[config.mk]
export PLATFORM = sky130hd
export DESIGN_NAME = tick_scheduler
export DESIGN_NICKNAME = d
export VERILOG_FILES = /design/src/rtl/tick_scheduler.sv
export SDC_FILE = /design/constraint.sdc
export NUM_CORES = 1
export LEC_CHECK = 0
export ABC_AREA = 1
export BUFFER_PORTS_ARGS = -buffer_cell sky130_fd_sc_hd__buf_4
export CAP_MARGIN = 25
export CORE_MARGIN = 2
export CORE_UTILIZATION = 55
export DETAILED_ROUTE_END_ITERATION = 10
export MAX_ROUTING_LAYER = met4
export PLACE_DENSITY_LB_ADDON = 0.2
export SLEW_MARGIN = 15
export SYNTH_ARGS = -nofsm -noshare
export SYNTH_HDL_FRONTEND = slang
export SYNTH_SLANG_ARGS = --single-unit
[constraint.sdc]
create_clock -name clk_in -period 6.5 [get_ports clk_in]
set_clock_uncertainty 0.1 [all_clocks]
set_input_delay 0.975 -clock clk_in [delete_from_list [all_inputs] [get_ports clk_in]]
set_output_delay 0.975 -clock clk_in [all_outputs]
set_load 0.01 [all_outputs]
[src/rtl/tick_scheduler.sv]
`default_nettype none
// ============================================================================
//  Module      : tick_scheduler
//  Description : One shared base prescaler that drives NUM_CH timing channels.
//                Each channel emits a one-cycle tick and a 50%-duty divided
//                clock. Channels are programmed at runtime over a valid/ready
//                port. A new config for a running channel is shadowed and
//                applied at that channel's next period boundary.
//  Revision    : 1.0 - initial release
// ============================================================================
module tick_scheduler #(
    parameter int NUM_CH   = 4,
    parameter int PRESCALE = 25_000,
    parameter int PERIOD_W = 16,
    parameter int CH_W     = (NUM_CH > 1) ? $clog2(NUM_CH) : 1
) (
    input  logic                clk_in,
    input  logic                reset_n,
    input  logic                cfg_valid,
    output logic                cfg_ready,
    input  logic [CH_W-1:0]     cfg_chan,
    input  logic [PERIOD_W-1:0] cfg_period,
    input  logic                cfg_en,
    output logic [NUM_CH-1:0]   tick_out,
    output logic [NUM_CH-1:0]   clk_out,
    output logic [NUM_CH-1:0]   pending
);

    localparam int PS_W = $clog2(PRESCALE + 1);

    localparam logic [1:0] S_OFF  = 2'd0;
    localparam logic [1:0] S_RUN  = 2'd1;
    localparam logic [1:0] S_PEND = 2'd2;

    logic [PS_W-1:0]   prescale_q;
    logic              base_tick;
    logic [NUM_CH-1:0] is_pend;

    assign base_tick = (prescale_q == PS_W'(PRESCALE - 1));

    // Free-running base prescaler; config traffic never disturbs it.
    always_ff @(posedge clk_in or negedge reset_n) begin
        if (!reset_n) begin
            prescale_q <= '0;
        end else begin
            prescale_q <= base_tick ? '0 : prescale_q + PS_W'(1);
        end
    end

    // A channel holding an unapplied shadow refuses further writes.
    always_comb begin
        cfg_ready = 1'b1;
        for (int k = 0; k < NUM_CH; k++) begin
            if ((cfg_chan == CH_W'(k)) && is_pend[k]) begin
                cfg_ready = 1'b0;
            end
        end
    end

    for (genvar i = 0; i < NUM_CH; i++) begin : g_ch
        logic [1:0]          state_q, state_d;
        logic [PERIOD_W-1:0] period_q, period_d;
        logic [PERIOD_W-1:0] count_q, count_d;
        logic [PERIOD_W-1:0] shp_q, shp_d;
        logic                shen_q, shen_d;
        logic                tick_q, tick_d;
        logic                clk_q, clk_d;
        logic                pend_q, pend_d;
        logic [PERIOD_W-1:0] peff;
        logic                acc;
        logic                wrap;

        // A programmed period of zero behaves like a period of one.
        assign peff = (period_q == '0) ? PERIOD_W'(1) : period_q;
        // cfg_chan values outside the channel range match no channel.
        assign acc  = cfg_valid && cfg_ready && (cfg_chan == CH_W'(i));
        assign wrap = (state_q != S_OFF) && base_tick
                      && (count_q == peff - PERIOD_W'(1));

        assign is_pend[i]  = (state_q == S_PEND);
        assign tick_out[i] = tick_q;
        assign clk_out[i]  = clk_q;
        assign pending[i]  = pend_q;

        // State and datapath registers.
        always_ff @(posedge clk_in or negedge reset_n) begin
            if (!reset_n) begin
                state_q  <= S_OFF;
                period_q <= '0;
                count_q  <= '0;
                shp_q    <= '0;
                shen_q   <= 1'b0;
                tick_q   <= 1'b0;
                clk_q    <= 1'b0;
                pend_q   <= 1'b0;
            end else begin
                state_q  <= state_d;
                period_q <= period_d;
                count_q  <= count_d;
                shp_q    <= shp_d;
                shen_q   <= shen_d;
                tick_q   <= tick_d;
                clk_q    <= clk_d;
                pend_q   <= pend_d;
            end
        end

        // Next-state: OFF->RUN on enable, RUN->PEND on write, PEND resolves at wrap.
        always_comb begin
            state_d = state_q;
            case (state_q)
                S_OFF:   if (acc) state_d = cfg_en ? S_RUN : S_OFF;
                S_RUN:   if (acc) state_d = S_PEND;
                S_PEND:  if (wrap) state_d = shen_q ? S_RUN : S_OFF;
                default: state_d = S_OFF;
            endcase
        end

        // Outputs and datapath: count base ticks, emit tick/toggle at wrap.
        always_comb begin
            period_d = period_q;
            count_d  = count_q;
            shp_d    = shp_q;
            shen_d   = shen_q;
            tick_d   = 1'b0;
            clk_d    = clk_q;
            pend_d   = pend_q;
            case (state_q)
                S_OFF: begin
                    count_d = '0;
                    clk_d   = 1'b0;
                    if (acc) period_d = cfg_period;
                end
                S_RUN, S_PEND: begin
                    if (base_tick) count_d = wrap ? '0 : count_q + PERIOD_W'(1);
                    if (wrap) begin
                        tick_d = 1'b1;
                        clk_d  = ~clk_q;
                    end
                    // A write landing on a wrap edge still wraps with the old period.
                    if (state_q == S_RUN && acc) begin
                        shp_d  = cfg_period;
                        shen_d = cfg_en;
                        pend_d = 1'b1;
                    end
                    if (state_q == S_PEND && wrap) begin
                        period_d = shp_q;
                        pend_d   = 1'b0;
                        clk_d    = shen_q ? ~clk_q : 1'b0;
                    end
                end
                default: begin
                    count_d = '0;
                    clk_d   = 1'b0;
                end
            endcase
        end
    end

endmodule
`default_nettype wire

# Yosys cells after proc, flatten, opt, wreduce, memory -nomap -nowiden
# Index checks and enable logic that the tools add are counted.
# Widths: inputs -> output; s select.
# word_totals
input_bits,22
elab_cells,238
regBits,231
out_inout_bits,13
# op_classes
eq_ne,40
n_addsub,9
n_reduce_logical,66
n_mux,86
n_bitwise,4
# ops
operator,count
$mux 16,24
$pmux 16 s2,4
$add 16x1->16 const B,4
$eq 16x16->1,4
$logic_not 16->1,4
$sub 16x1->16 const B,4
$mux 1,41
$ne 2x2->1 const B,16
$logic_and 1x1->1,25
$mux 2,12
$pmux 2 s3,4
$reduce_and 3->1,8
$reduce_bool 2->1,12
$reduce_and 2->1,8
$add 15x1->15 const B,1
$eq 15x15->1 const B,1
$mux 15,1
$eq 2x2->1 const B,6
$ne 3x3->1 const B,4
$eq 2x1->1 const B,5
$logic_not 2->1,5
$ne 2x1->1 const B,4
$reduce_or 2->1,4
$not 1->1,4

# Depth between registers and ports, before layout
# Gate-level depths: netlist (run 1).
# logic_depth
ltp_word,11
ltp_mapped,25
ltp_nobuf,23

# Least setup slack after synthesis (run 1)
# Ideal clock, no wire load.
# synth_timing
kind,reg2reg
start,register g_ch[3].period_q[4]
end,register g_ch[3].period_q[13]
setup_slack_ns,3.690
arrival_ns,2.593
stages_incl_launch_ff,24
n_path_buf,2
period_less_slack_ns,2.810
setup_time_ns,0.117
cell_sequence,dfrtp_1 nor2_2 nand2_2 nor2_2 nand2_2 buf_6 nand2_4 inv_1 ha_1 nand2_1 nor2_2 xor2_1 inv_1 nand2_1 nand2_1 nor2_1 nand3_1 nor2_2 nand3_2 nand2_4 nand2_4 buf_6 nand2_1 nand2_1
# synth_via
elab_chain_len,8
# synth_rtl
element,line,text
from (decl),62,"logic [PERIOD_W-1:0] period_q, period_d;"
from (signal assigned),98,period_q <= period_d;
$logic_not 16->1,74,assign peff = (period_q == '0) ? PERIOD_W'(1) : period_q;
$mux 16 (*),74,
$sub 16x1->16 (*),78,&& (count_q == peff - PERIOD_W'(1));
$eq 16x16->1 (*),78,
$logic_and 1x1->1 (*),78,
$logic_and 1x1->1 (*),146,if (state_q == S_PEND && wrap) begin
$ne 2x2->1 (no source line) (*),n/a,
$reduce_and 3->1 (no source line) (*),n/a,
# Mark *: on every way between the ends. The rest lies on a longest branch, timed or not.
# A chain may end at the register's enable or synchronous reset.

# Worst setup path in the final report (run 1)
# layout_timing
start,register g_ch[2].period_q[4]
end,register g_ch[2].period_q[9]
# layout_via
elab_chain_len,8
# layout_rtl
element,line
from (decl),62
from (signal assigned),98
$logic_not 16->1,74
$mux 16 (*),74
$sub 16x1->16 (*),78
$eq 16x16->1 (*),78
$logic_and 1x1->1 (*),78
$logic_and 1x1->1 (*),146
$ne 2x2->1 (no source line) (*),n/a
$reduce_and 3->1 (no source line) (*),n/a
# Marked as above.

==> results of run 1 <==
## synthesized netlist by cell type (all sizes together) (2+ instances only)
library cell    n  area, sq um
a21oi          17        85.08
buf            26        200.2
clkbuf         35        131.4
clkinv          2        7.510
dfrtp         231         5781
ha             25        312.8
inv           201        754.5
nand2         557         2196
nand3         167        868.3
nand3b          6        45.04
nand4          34        240.2
nor2          216        880.9
nor3           32        170.2
nor3b           3        22.52
nor4            4        25.02
o211a           2        20.02
o211ai          2        15.01
o21a            3        22.52
o21ai         177        885.8
o21bai          4        30.03
o22ai          28        175.2
or2            17        106.4
xnor2          22        192.7
xor2           89        787.0
## cell type report
| type | instances | area (sq um) | area share (%) |
|---|---|---|---|
| repair buffers | 42 | 390.4 | 2.553 |
| clock buffers | 30 | 695.7 | 4.550 |
| flip-flops and latches | 231 | 5781 | 37.81 |
| multi-input cells | 1414 | 7167 | 46.87 |
| well taps | 330 | 412.9 | 2.700 |
| inverters | 203 | 762.0 | 4.984 |
| clock inverters | 9 | 81.33 | 0.5319 |
## power by group
| part | internal (W) | total, W | switching (W) |
|---|---|---|---|
| Clock | 0.000793 | 0.00137 | 0.000582 |
| Combinational | 0.00101 | 0.00299 | 0.00198 |
| Sequential | 0.00177 | 0.00210 | 0.000326 |
## metrics by stage
stage	instance area (sq um)	instances	setup slack (ns)	hold WS, ns	utilization [%]
after global routing	15290	2259	2.749	0.3810	60.89
after floorplan	14040	1909	3.690	0.3329	-
after CTS	15190	2255	3.171	0.3760	60.50
after global placement	14420	2216	3.173	0.3573	57.41
final	15290	2259	3.149	0.3316	60.89
after detailed placement	14420	2216	3.120	0.3653	57.41
## how the worst min path moves through the flow
stage / start / endpoint / slack, ns / cells past startpoint
2_1_floorplan: prescale_q[0]$_DFF_PN0_ / prescale_q[0]$_DFF_PN0_ / 0.33 / 1
3_3_place_gp: prescale_q[0]$_DFF_PN0_ / prescale_q[0]$_DFF_PN0_ / 0.36 / 1
3_5_place_dp: g_ch[1].period_q[1]$_DFFE_PN0P_ / g_ch[1].period_q[1]$_DFFE_PN0P_ / 0.37 / 2
4_1_cts: reset_n / g_ch[0].count_q[15]$_DFFE_PN0P_ / 0.38 / 1
5_1_grt: reset_n / g_ch[0].count_q[15]$_DFFE_PN0P_ / 0.38 / 1
6_report: reset_n / g_ch[0].count_q[15]$_DFFE_PN0P_ / 0.33 / 1
## flip-flops by register name, summed over array words and instances, names as in the netlist, 8 cells and up
signal	flops
g_ch.period_q	64
g_ch.state_q	8
prescale_q	15
g_ch.count_q	64
g_ch.shp_q	64
## cell families (layout without fill, tap and decap cells)
logic type	count (synthesis)	count (layout)	synth area share, %
fa+ha+maj	25	25	2.228
buf+inv	264	284	7.788
compound gates	238	238	9.089
xor+xnor	112	112	7.138
simple gates	1039	1039	32.59
flops	231	231	41.17
## layer usage
layer,vias to the layer above,routed length [um]
met5,-,0
met4,0,864
met3,56,1303
met2,245,16070
met1,5689,15380
li1,6128,-
==> impl_results.md, run 1 <==
- Minimum clock period: 3.351 ns
- Vias: approximately 12000
- Total Neg Setup Slack: 0 ns
- CP endpoint kind: flop
- Post-synth EDFFs: 0
- Initial antenna violation count: 0
- Peak VDD IR: 252.6 uV
- Synthesized area per cell: 7.355 sq um
- MaxCap Viol Count: 0
- Startpoint type of the worst setup path: flop
- Gpl congestion: 0.9442
- Outcome: completed
- Pwr Total: 0.006466 W
- Starting density of the core: 55.92%
- Longest Clk Path Bufs: 3
- Synth Instances: roughly 1900
- Worst-path fanout max: 17
- Worst setup path class: flop to flop
- Slew HR: 44.23%
- CP cell instances: nor2_1 > nand2_1 > nor2_2 > nand2_2 > nand2_1 > inv_1 > ha_1 > nand2_1 > inv_1 > nand2_1 > nand2_1 > nand2_1 > nor2_1 > nor2_1 > nand3_1 > nor2_1 > nand4_2 > nand2_4 > nand2_4 > nand2_1 > nand2_1
- CP dominant cell by count: nand2_1
- DR DRC count: 0
- Slew Limit Fails: 0
- Area grow syn2layout: 8.894%
- First-pass GRT wire length: approximately 56000 um
- N_diodes: 0
- Die height: between 150 and 200 um
- Worst Path Arrival: 3.67 ns
- Req. time, crit path: between 6 and 7 ns
- Fill cells: 2348
- Worst setup path start: g_ch[2].period_q[4]$_DFFE_PN0P_
- Antenna-violating nets left: 0
- CTS resizes: 0
- Slowest stage delay, CP: 0.44 ns
- Ports: 35
- Ys async rst share: 100.0%
- Die W: 163.8 um
- Final setup fails: 0
- Total GRT Usage: 26.61%
- I/O Buffers: 34
- Hold Buf Count CTS: 0
- H-Tree Depth: 1
- Most frequent cells in the layout: nand2_1 (535), dfrtp_1 (231), inv_1 (199)
- Yosys cell types: 50
- Row cnt: between 50 and 60
- Number of buffers created by CTS: 26
- Buffers and inverters on the worst path: 2
- Max Clock Freq: 298.4 MHz
- Ys Warns: 0
- Pwr/cell area: 422.9 nW/um^2
- RSZ-0062 raised after global routing: false
- Sequential area share after synthesis: 41.17%
- Vias per std cell: 5.364
- Fin. Hold Viols: 0
- Leak Pwr: 7.390 nW
- Main synth FF type: dfrtp_1
- Slew @ Worst Pin: 0.8356 ns
- Largest net degree at the start of global routing: 97
- Clock slew at reported path FFs: 0.06 ns
- Grt total ovfl: 0
- Worst R2R Start: g_ch[2].period_q[4]$_DFFE_PN0P_
- Fraction of layout cells with a size suffix above 1: between 7 and 8%
- Top Usage Layer GRT: met2
- Clk_lat worst skew: 0.54 ns
- Yosys reg bits: 231
- TritonCTS sink count: 231
- DP HPWL: 24640 um
- Core ar.: 25110 sq um
- Met3 Use GR: under 10%
- Net Count, Synth: 1956
- Final worst-path cycle share: 51.55%
- Levels on crit path: 21
- Met2 Resource Use GR: 44.04%
- Final wirelength: around 34000 um
- CTS root buf: clkbuf_16
- CTS tree: built
- Met1 Use GR: between 30 and 40%
- Cell Area, Synth: 14040 sq um
- Initial DRT Pass Iterations: 7
- Number of DRC markers in iteration 0: 1046
- Reg2Reg Depth: 21
- Crit path max-delay family: simple AND/OR/NAND/NOR gates
- Avg WL per Cell: about 15 um
- Nets: 1965
- Hold Crit Class: input port to async pin
- Die ar.: 26820 sq um
- Crit path to: g_ch[2].period_q[9]$_DFFE_PN0P_
- Postcts setup bufs: 0
- Commonest non-fill, non-tap cell in the layout: nand2_1
- R2R Path End: g_ch[2].period_q[9]$_DFFE_PN0P_
- Reg-to-reg slack, setup: 3.15 ns
- Worst path slowest cell: dfrtp_1
- Number of global-route vias before repair: around 11000
Note: power is estimated with default switching activity, not from simulation.
==> inputs of run 2 (changes only) <==
==> constraint.sdc (replaced) <==
create_clock -name clk_in -period 3.4 [get_ports clk_in]
set_clock_uncertainty 0.1 [all_clocks]
set_input_delay 0.51 -clock clk_in [delete_from_list [all_inputs] [get_ports clk_in]]
set_output_delay 0.51 -clock clk_in [all_outputs]
set_load 0.01 [all_outputs]
==> impl_results.md, run 2 (synthesized netlist as in run 1, its figures left out) <==
- Slew HR: 44.34%
- Nets: 1995
- Clock network power share: 23.3%
- First-pass GRT wire length: ~57000 um
- Final wirelength: 34840 um
- Commonest non-fill, non-tap cell in the layout: nand2_1
- Worst Path Arrival: 3.63 ns
- Leak Pwr: between 7 and 8 nW
- Worst-path fanout max: 10
- MaxCap Viol Count: 0
- Antenna-violating nets left: 0
- Slew Limit Fails: 0
- Reg power frac: 30.6%
- Largest regs: g_ch.count_q: 64 flops, g_ch.period_q: 64 flops, g_ch.shp_q: 64 flops
- Met2 Resource Use GR: 44.65%
- Die W: 163.8 um
- TritonCTS sink count: 231
- I/O Buffers: 34
- Req. time, crit path: ~3.8 ns
- Starting density of the core: 55.92%
- Longest Clk Path Bufs: 3
- Buffers and inverters on the worst path: 3
- Area grow syn2layout: 11.70%
- CP dominant cell by count: nand2_1
- Area after DPL: ~15000 sq um
- Avg WL per Cell: 15.17 um
- Peak VDD IR: 505.5 uV
- Reg2Reg Depth: 19
- Met1 Use GR: 35.97%
- Die height: 163.8 um
- Number of buffers created by CTS: 26
- CTS tree: built
- CP endpoint kind: flop
- Max Clock Freq: 309.1 MHz
- Worst setup path class: flop to flop
- Total GRT Usage: 27.11%
- Hold Crit Depth: 3
- N_diodes: 0
- Crit path max-delay family: simple AND/OR/NAND/NOR gates
- Core ar.: 25110 sq um
- Startpoint type of the worst setup path: flop
- DR DRC count: 0
- Slowest stage delay, CP: between 0.4 and 0.5 ns
- Largest net degree at the start of global routing: slightly above 100
- DP HPWL: 25300 um
- Hold Crit Class: input port to flop
- Pwr/cell area: between 800 and 900 nW/um^2
- Clk_lat worst skew: 0.55 ns
- H-Tree Depth: 1
- Levels on crit path: 19
- Final worst-path cycle share: 95.16%
- Fin. Hold Viols: 0
- Top Usage Layer GRT: met2
- Number of DRC markers in iteration 0: 900
- Met3 Use GR: 2.677%
- Die ar.: about 27000 sq um
- Row cnt: between 50 and 60
- Hold Slack: 0.1416 ns
- Sw frac: 43.82%
- Final setup fails: 0
- Grt total ovfl: 0
- Vias per std cell: 5.358
- CP cell instances: nor2_1 > nand2_1 > nor2_1 > nand2_4 > nand2_1 > inv_1 > ha_1 > nand2_1 > inv_1 > nand2_1 > xnor3_1 > nor2_1 > nand3_1 > nor2_2 > nand4_2 > nand2_4 > buf_4 > nand3_1 > nand2_1
- Fraction of layout cells with a size suffix above 1: 9.914%
- RSZ-0062 raised after global routing: true
- Int Pwr: 0.007304 W
- Vias: 12310
- Logic gate share of total power: 46.0%
- Final instance area: 15680 sq um
- Clock slew at reported path FFs: ~0.06 ns
- Number of global-route vias before repair: 11540
- Ports: 35
- Initial DRT Pass Iterations: 5
- Outcome: completed
- Most frequent cells in the layout: nand2_1 (535), dfrtp_1 (231), inv_1 (198)
- Gpl congestion: 0.9612
- CTS root buf: clkbuf_16
- Net Switching: about 0.0057 W
- Slew @ Worst Pin: 0.8340 ns
- Initial antenna violation count: 0
- Worst path slowest cell: dfrtp_1
- Minimum clock period: 3.235 ns
[run 2: through the flow]
stage	TNS, ns	instances	power (W)	worst slack [ns]	utilization (%)
2_1_floorplan	0	1909	0.008445	0.5904	-
3_3_place_gp	0	2239	0.009644	0.1627	58.20
3_5_place_dp	0	2239	0.009789	0.07388	58.20
4_1_cts	0	2287	0.01286	0.06384	61.94
5_1_grt	-0.6157	2297	0.01404	-0.05143	62.46
6_report	0	2297	0.01300	0.1645	62.46
[run 2: final timing paths]
path	from	endpoint	slack, ns
min in group asynchronous	reset_n	g_ch[0].count_q[3]$_DFFE_PN0P_	0.48
max reg2reg	g_ch[2].period_q[2]$_DFFE_PN0P_	g_ch[2].period_q[14]$_DFFE_PN0P_	0.16
min	cfg_en	g_ch[1].shen_q$_DFFE_PN0P_	0.14
max in group asynchronous	reset_n	g_ch[2].count_q[12]$_DFFE_PN0P_	1.87
min reg2reg	prescale_q[0]$_DFF_PN0_	prescale_q[0]$_DFF_PN0_	0.36
max	g_ch[2].period_q[2]$_DFFE_PN0P_	g_ch[2].period_q[14]$_DFFE_PN0P_	0.16
[run 2: layout make-up]
cell class	instances	area, sq um
fillers	2324	9425
multi-input cells	1414	7218
well taps	330	412.9
repair buffers	71	568.0
repair inverters	1	7.507
flip-flops and latches	231	5781
clock buffers	34	750.7
inverters	203	765.7
clock inverters	13	180.2
[run 2: worst register-to-register path: stages, from the launching register on]
cell and delay, ns:
dfrtp_1 0.42, nor2_1 0.15, nand2_1 0.13, nor2_1 0.20
nand2_4 0.13, nand2_1 0.10, inv_1 0.06, ha_1 0.22
nand2_1 0.16, inv_1 0.10, nand2_1 0.07, xnor3_1 0.25
nor2_1 0.12, nand3_1 0.11, nor2_2 0.18, nand4_2 0.16
nand2_4 0.16, buf_4 0.19, nand3_1 0.08, nand2_1 0.09
[run 2: routing by layer]
| layer | vias up | wire [um] |
|---|---|---|
| met5 | - | 0 |
| met4 | 0 | 913 |
| met3 | 66 | 1362 |
| met2 | 279 | 16830 |
| met1 | 5762 | 15740 |
| li1 | 6200 | - |
[run 2: power by group through the flow]
stage                     combinational (W)  sequential [W]  clock [W]
final                               0.00598         0.00398    0.00303
after global routing                0.00679         0.00407    0.00319
after detailed placement            0.00578         0.00401          0
after floorplan                     0.00458         0.00386          0
after global placement              0.00565         0.00400          0
after CTS                           0.00582         0.00397    0.00307
[run 2: what timing repair did]
item	in CTS	in global routing
resized for setup	0	14
hold endpoints to repair	98	0
hold buffers	1	0
buffers inserted	0	9
endpoints found under the setup margin	0	106
==> inputs of run 3 (changes only) <==
--- a/config.mk
+++ b/config.mk
@@ -12,7 +12,7 @@
 export CORE_UTILIZATION = 55
 export DETAILED_ROUTE_END_ITERATION = 10
 export MAX_ROUTING_LAYER = met4
-export PLACE_DENSITY_LB_ADDON = 0.2
+export PLACE_DENSITY_LB_ADDON = 0.1
 export SLEW_MARGIN = 15
 export SYNTH_ARGS = -nofsm -noshare
 export SYNTH_HDL_FRONTEND = slang
==> impl_results.md, run 3 (synthesized netlist as in run 1, its figures left out) <==
- Outcome: completed
- First-pass GRT wire length: 57170 um
- Buffers and inverters on the worst path: 5
- CP endpoint kind: flop
- Avg WL per Cell: 15.54 um
- I/O Buffers: 34
- Slew HR: 47.91%
- H-Tree Depth: 1
- DP HPWL: 25940 um
- Largest regs: g_ch.count_q: 64 flops, g_ch.period_q: 64 flops, g_ch.shp_q: 64 flops
- Area grow syn2layout: 11.96%
- Worst R2R Start: g_ch[3].state_q[0]$_DFFE_PN0P_
- Startpoint type of the worst setup path: flop
- Met1 Use GR: a little over a third
- Final instance area: 15720 sq um
- Peak VDD IR: 606.6 uV
- Met3 Use GR: 3.157%
- Worst-path fanout max: 17
- Area after DPL: ~15000 sq um
- Max Clock Freq: 316.9 MHz
- CP cell instances: inv_1 > ha_1 > inv_1 > o21ai_0 > a221oi_1 > nand2_1 > inv_1 > nand3_1 > nor2_2 > clkinvlp_4 > buf_4 > nand2_1 > o21ai_0
- Starting density of the core: a little under three fifths
- R2R Path End: g_ch[2].shp_q[13]$_DFFE_PN0P_
- Pwr/cell area: 818.1 nW/um^2
- Gpl congestion: 0.9734
- Slowest stage delay, CP: 0.41 ns
- TritonCTS sink count: 231
- Initial DRT Pass Iterations: 5
- Clock slew at reported path FFs: approximately 0.060 ns
- Antenna-violating nets left: 0
- Final core occ: between 60 and 70%
- Fin. Hold Viols: 0
- Hold Crit Depth: 3
- Ports: 35
- Vias per std cell: about 5.3
- Initial antenna violation count: 0
- Fill cells: 2366
- Longest Clk Path Bufs: 3
- Clk_lat worst skew: 0.54 ns
- Hold EP: g_ch[1].shen_q$_DFFE_PN0P_
- Number of global-route vias before repair: 11410
- Final setup fails: 0
- Slew @ Worst Pin: 0.7813 ns
- HP Start: cfg_en
- Total GRT Usage: 27.19%
- Vias: around 12000
- Slew Limit Fails: 0
- Final worst-path cycle share: 92.81%
- DR DRC count: 0
- Final wirelength: 35810 um
- Row cnt: 58
- Worst path slowest cell: dfrtp_1
- Largest net degree at the start of global routing: 99
- Met2 Resource Use GR: about 45%
- Nets: between 2000 and 2500
- Die W: 163.8 um
- Grt total ovfl: 0
- Reg-to-reg slack, setup: 0.24 ns
- Levels on crit path: 13
- CTS root buf: clkbuf_16
- Die height: 163.8 um
- CP dominant cell by count: inv_1
- Worst Path Arrival: 3.46 ns
- Minimum clock period: 3.156 ns
- Hold Slack: 0.1512 ns
- Pwr Total: 0.01286 W
- Most frequent cells in the layout: nand2_1 (534), dfrtp_1 (228), inv_1 (196)
- Top Usage Layer GRT: met2
- Number of buffers created by CTS: 26
- Core ar.: 25110 sq um
- Hold Crit Class: input port to flop
- N_diodes: 0
- Die ar.: 26820 sq um
- CTS tree: built
- Worst setup path class: flop to flop
- Reg2Reg Depth: 13
- Number of DRC markers in iteration 0: 960
- Req. time, crit path: 3.70 ns
- Leak Pwr: around 7.6 nW
- Commonest non-fill, non-tap cell in the layout: nand2_1
- MaxCap Viol Count: 0
- Fraction of layout cells with a size suffix above 1: 10.49%
- Crit path max-delay family: buffers and inverters
-- run 3: worst max-delay path by stage --
| stage | slack [ns] | to | from |
|---|---|---|---|
| after floorplan | 0.59 | g_ch[3].period_q[13]$_DFFE_PN0P_ | g_ch[3].period_q[4]$_DFFE_PN0P_ |
| after global placement | 0.22 | g_ch[1].period_q[9]$_DFFE_PN0P_ | g_ch[1].period_q[2]$_DFFE_PN0P_ |
| after detailed placement | 0.19 | g_ch[3].count_q[5]$_DFFE_PN0P_ | g_ch[3].period_q[4]$_DFFE_PN0P_ |
| after CTS | 0.15 | g_ch[1].period_q[9]$_DFFE_PN0P_ | g_ch[1].period_q[2]$_DFFE_PN0P_ |
| after global routing | -0.03 | g_ch[3].period_q[10]$_DFFE_PN0P_ | g_ch[3].period_q[2]$_DFFE_PN0P_ |
| final | 0.24 | g_ch[2].shp_q[13]$_DFFE_PN0P_ | g_ch[3].state_q[0]$_DFFE_PN0P_ |
-- run 3: power breakdown --
group	internal [W]	switching, W	total, W
sequential	0.00340	0.000613	0.00401
combinational	0.00207	0.00397	0.00604
clock	0.00167	0.00114	0.00281
total	0.00714	0.00572	0.0129
-- run 3: routing by layer --
metal	vias to the layer above	routed length, um
met5	-	0
met4	0	1122
met3	78	1532
met2	251	16960
met1	5775	16200
li1	6214	-
-- run 3: tightest hold or removal path: stages --
cell	delay, ns
buf_4	0.12
nand2_1	0.05
o21ai_0	0.06
-- run 3: cell type report --
| class | instances | area, sq um | area share [%] |
|---|---|---|---|
| clock buffer | 40 | 794.5 | 5.054 |
| clock inverter | 8 | 65.06 | 0.4139 |
| inverter | 203 | 773.2 | 4.919 |
| multi-input combinational | 1415 | 7273 | 46.27 |
| sequential | 231 | 5784 | 36.80 |
| tap | 330 | 412.9 | 2.627 |
| timing repair buffer | 74 | 594.3 | 3.781 |
| timing repair inverter | 3 | 22.52 | 0.1433 |
-- run 3: stage by stage --
step	cells	worst slack, ns	setup TNS, ns
final	2304	0.2443	0
after global routing	2304	-0.03057	-0.1474
after CTS	2288	0.1497	0
after detailed placement	2239	0.1867	0
after global placement	2239	0.2176	0
after floorplan	1909	0.5904	0
-- run 3: repair_timing --
item / 4_1_cts / 5_1_grt
hold buffers: 1 / 0
setup endpoints to repair: 0 / 131
resized for setup: 0 / 32
setup buffers: 0 / 12
hold endpoints to repair: 94 / 0
